`config.mk`:
```
export PLATFORM = sky130hd
export DESIGN_NAME = result_unloader
export DESIGN_NICKNAME = d
export VERILOG_FILES = /design/src/rtl/result_unloader.sv
export SDC_FILE = /design/constraint.sdc
export NUM_CORES = 1
export LEC_CHECK = 0
export BUFFER_PORTS_ARGS = -buffer_cell sky130_fd_sc_hd__buf_2
export CAP_MARGIN = 20
export CORE_ASPECT_RATIO = 2
export CORE_UTILIZATION = 47
export DETAILED_ROUTE_END_ITERATION = 8
export PLACE_DENSITY = 0.72
export SYNTH_ARGS = -nofsm -noshare
export SYNTH_HDL_FRONTEND = slang
export SYNTH_SLANG_ARGS = --single-unit
export TNS_END_PERCENT = 50
```
`constraint.sdc`:
```
create_clock -name clk -period 2.8 [get_ports clk]
set_clock_uncertainty 0.2 [all_clocks]
set_input_delay 0.56 -clock clk [delete_from_list [all_inputs] [get_ports clk]]
set_output_delay 0.56 -clock clk [all_outputs]
set_load 0.005 [all_outputs]
```
`src/rtl/result_unloader.sv`:
```
// Streams the 25-element result matrix out of MemoryBlock over valid/ready
// and assembles a packed copy of the whole matrix.
module result_unloader #(
  parameter int ADDR_W    = 7,
  parameter int DATA_W    = 16,
  parameter int ELEM_W    = 8,
  parameter int N_ELEM    = 25,
  parameter int BASE_ADDR = 1,
  parameter int READ_LAT  = 2
) (
  input  logic                       clk,
  input  logic                       rst,
  input  logic                       start,
  output logic [ADDR_W-1:0]          mem_addr,
  output logic                       mem_we,
  input  logic [DATA_W-1:0]          mem_q,
  output logic signed [ELEM_W-1:0]   elem_data,
  output logic [4:0]                 elem_index,
  output logic                       elem_valid,
  input  logic                       elem_ready,
  output logic [N_ELEM*ELEM_W-1:0]   result_matrix,
  output logic                       busy,
  output logic                       done
);

  typedef enum logic [2:0] {
    IDLE,
    ISSUE,
    WAIT,
    HOLD,
    DONE
  } state_t;

  localparam int CW = $clog2(READ_LAT + 1);
  localparam logic [CW-1:0] LAST_CNT = CW'(READ_LAT - 1);
  localparam logic [4:0] LAST_K = 5'(N_ELEM - 1);
  localparam logic [ADDR_W-1:0] BASE = ADDR_W'(BASE_ADDR);

  state_t        state;
  logic [4:0]    k;
  logic [CW-1:0] cnt;

  // The high byte of each word carries nothing for the result stream.
  logic unused_hi;
  assign unused_hi = ^mem_q[DATA_W-1:ELEM_W];

  assign mem_we = 1'b0;

  always_ff @(posedge clk) begin
    if (rst) begin
      state         <= IDLE;
      k             <= '0;
      cnt           <= '0;
      mem_addr      <= '0;
      elem_data     <= '0;
      elem_index    <= '0;
      elem_valid    <= 1'b0;
      result_matrix <= '0;
      busy          <= 1'b0;
      done          <= 1'b0;
    end else begin
      unique case (state)
        IDLE: begin
          if (start) begin
            k             <= '0;
            result_matrix <= '0;
            busy          <= 1'b1;
            state         <= ISSUE;
          end
        end
        ISSUE: begin
          mem_addr <= BASE + ADDR_W'(k);
          cnt      <= '0;
          state    <= WAIT;
        end
        WAIT: begin
          if (cnt == LAST_CNT) begin
            elem_data  <= mem_q[ELEM_W-1:0];
            elem_index <= k;
            elem_valid <= 1'b1;
            for (int i = 0; i < N_ELEM; i++) begin
              if (k == 5'(i))
                result_matrix[i*ELEM_W +: ELEM_W] <= mem_q[ELEM_W-1:0];
            end
            state <= HOLD;
          end else begin
            cnt <= cnt + CW'(1);
          end
        end
        HOLD: begin
          if (elem_ready) begin
            elem_valid <= 1'b0;
            if (k == LAST_K) begin
              done  <= 1'b1;
              state <= DONE;
            end else begin
              k     <= k + 5'd1;
              state <= ISSUE;
            end
          end
        end
        DONE: begin
          done  <= 1'b0;
          busy  <= 1'b0;
          state <= IDLE;
        end
        default: state <= IDLE;
      endcase
    end
  end

endmodule

```
==> results.json <==
{
  "status": "completed",
  "area_growth_pct": 23.7,
  "worst_pin_slew_ns": 1.09,
  "synth_top_area_frac": 0.503,
  "dr_total_vias": 7130,
  "hold_depth": 3,
  "wirelength_um": 25100,
  "route.met2.wl_um": 13500,
  "rows": 72,
  "port_buffers": 233,
  "cts_tree": "done",
  "cp.depth": 5,
  "cp.arrival_ns": 2.68,
  "slew_violations": 0,
  "first_pass_iters": 4,
  "dp_slack_ns": 0.358,
  "cp_top_family": "compound AO/OA/AOI/OAI gates",
  "ctsHoldBuffers": 0,
  "p_per_area_mw_per_mm2": 623,
  "synth-edff-count": 0,
  "drt-met1-wl_um": 9360,
  "cts_resized": 0,
  "hold_viol": 0,
  "synth_top_area_cell": "dfxtp_1",
  "max_freq_mhz": 407,
  "wl_met3_um": 897,
  "post_cts.repair.setup_buffers": 0,
  "max-vdd-ir-drop_mv": 0.449,
  "setup_tns_ns": 0,
  "syn_inst": 878,
  "start_util": 0.479,
  "synthDistinctLibCells": 51,
  "ys_warn_count": 0,
  "slowest_delay_ns": 0.74,
  "ys_ff_latch": 232,
  "setup_slack_ns": 0.342,
  "route.detailed.drc": 0,
  "clock_sinks": 232,
  "fin_crit_sh": 0.878,
  "wl_per_cell_um": 18.3,
  "vias_per_cell": 5.19,
  "cp.required_ns": 3.03,
  "worstRegToRegCells": 5,
  "worstSkewPairLatency_ns": 0.50,
  "drt_iter0_drc": 182,
  "clockBufferDepth": 3,
  "dpl.hpwl_um": 17500,
  "rsz0062_at_grt": "no",
  "grt_antenna_before_repair": 0,
  "start_kind": "flip-flop",
  "cp_max_fo": 8,
  "fp.dieH_um": 200,
  "grt_max_degree": 62,
  "n_antenna_cell": 0,
  "ys_top_cells_by_area": "dfxtp_1 50%, mux2i_1 22%, nand2_1 9.8%, a211oi_4 4.6%, clkbuf_1 1.9%",
  "slowest_stage": "a211oi_4",
  "syn_area_mm2": 0.00923,
  "track_usage": 0.245,
  "drv_cap": 0,
  "cts-root-buf": "clkbuf_16",
  "worst_hold_path_type": "in2reg",
  "num-fill-cells": 1746,
  "cts_buffers": 20,
  "core_mm2": 0.0193,
  "path_class": "reg2reg",
  "ys.flop_type": "dfxtp_1",
  "end_kind": "flip-flop",
  "overflow": 0,
  "path_buf_inv": 1,
  "dieArea_mm2": 0.0202,
  "antenna_left": 0,
  "ys_seq_area_frac": 0.503,
  "slew-limit-headroom": 0.275,
  "place_congestion": 0.813,
  "seq_area_mm2": 0.00465,
  "drive_above_1_share": 0.305,
  "grt_pass1_wl_um": 38300,
  "multi_input_area_mm2": 0.00426,
  "layout.nets": 1130,
  "crit_chain": "inv_1 > ha_1 > nand4b_1 > a211oi_4 > mux2i_1",
  "syn_avg_cell_area_um2": 10.5,
  "cts.htree.levels": 1,
  "ioPinCount": 244,
  "async_flop_share": 0,
  "cts.clk_slew.worst_paths_ns": 0.07,
  "fin_crit_ns": 2.46,
  "setup_viol": 0,
  "first_global_vias": 6936,
  "highest_layer": "met4",
  "die_w_um": 101,
  "total_leakage_power_nw": 5.04
}
power by group:
part / total, mW / internal [mW] / switching, mW
Clock: 2.87 / 1.66 / 1.20
Combinational: 0.828 / 0.347 / 0.480
Sequential: 3.43 / 3.38 / 0.0479
tightest hold or removal path, cell delays in order:
cell and delay, ns:
buf_2 0.11, nand2_1 0.05, a21oi_1 0.05
logic make-up (layout without fill, tap and decap cells):
kind of cell,count (synthesis),in the layout,share of synthesized area
buffers and inverters,73,310,0.0363
adders and majority gates,6,6,0.00813
muxes,203,203,0.222
xor gates and xnor gates,1,1,0.000949
AOI/OAI and AO/OA,62,62,0.0755
other,1,2,0.000406
and+or+nand+nor,300,300,0.154
DFF,232,232,0.503
cells in the mapped netlist (all sizes together) (3+ instances only):
cell type and count:
dfxtp 232, nand4b 9, or4b 5, nor2 5, a21oi 20, or3 3, nand2 242, ha 6
clkbuf 47, inv 7, a211oi 27, buf 19, o21ai 3, nor2b 3, nand4bb 14, mux2i 202
o211ai 3
per-layer routing:
metal / vias up / GRT usage
met5: - / 0
met4: 0 / 0.120
met3: 71 / 0.0279
met2: 216 / 0.464
met1: 3425 / 0.259
li1: 3418 / -
stage by stage:
| step | area [µm²] | utilization | instances | hold slack, ns | power [mW] |
|---|---|---|---|---|---|
| floorplan | 9230 | - | 879 | 0.248 | 4.08 |
| global placement | 10700 | 0.557 | 1341 | 0.239 | 4.33 |
| detailed placement | 10700 | 0.557 | 1341 | 0.243 | 4.34 |
| CTS | 11400 | 0.592 | 1375 | 0.104 | 7.19 |
| global route | 11400 | 0.592 | 1375 | 0.115 | 7.38 |
| finish | 11400 | 0.592 | 1375 | 0.117 | 7.12 |
path summary, 6_finish.rpt:
path | start | endpoint | slack, ns
worst max-delay path | k[0] | result_matrix[192] | 0.34
worst min-delay path | mem_q[1] | elem_data[1] | 0.12
worst max register to register | k[0] | result_matrix[192] | 0.34
worst min register to register | elem_index[2] | elem_index[2] | 0.25
layout make-up:
cell class / count / area share
inverters: 7 / 0.00274
clock buffers: 28 / 0.0517
clock inverters: 6 / 0.00822
repair buffers: 269 / 0.129
well taps: 259 / 0.0284
flip-flops and latches: 232 / 0.407
multi-input cells: 574 / 0.373
layout by cell type, fill, tap and decap left out, drive strengths merged, types with 6 or more instances in the layout:
cell type | synthesis | layout
nand4bb | 14 | 14
nand4b | 9 | 9
nand2 | 242 | 242
ha | 6 | 6
clkbuf | 47 | 28
dfxtp | 232 | 232
a211oi | 27 | 27
a21oi | 20 | 20
mux2i | 202 | 202
buf | 19 | 269
inv | 7 | 7
registers in the layout (all words and copies together) (netlist names):
signal / count
k: 5
state: 3
done: 1
busy: 1
cnt: 2
elem_data: 8
mem_addr: 6
elem_valid: 1
result_matrix: 200
elem_index: 5
Note: power is estimated with default switching activity, not from simulation.
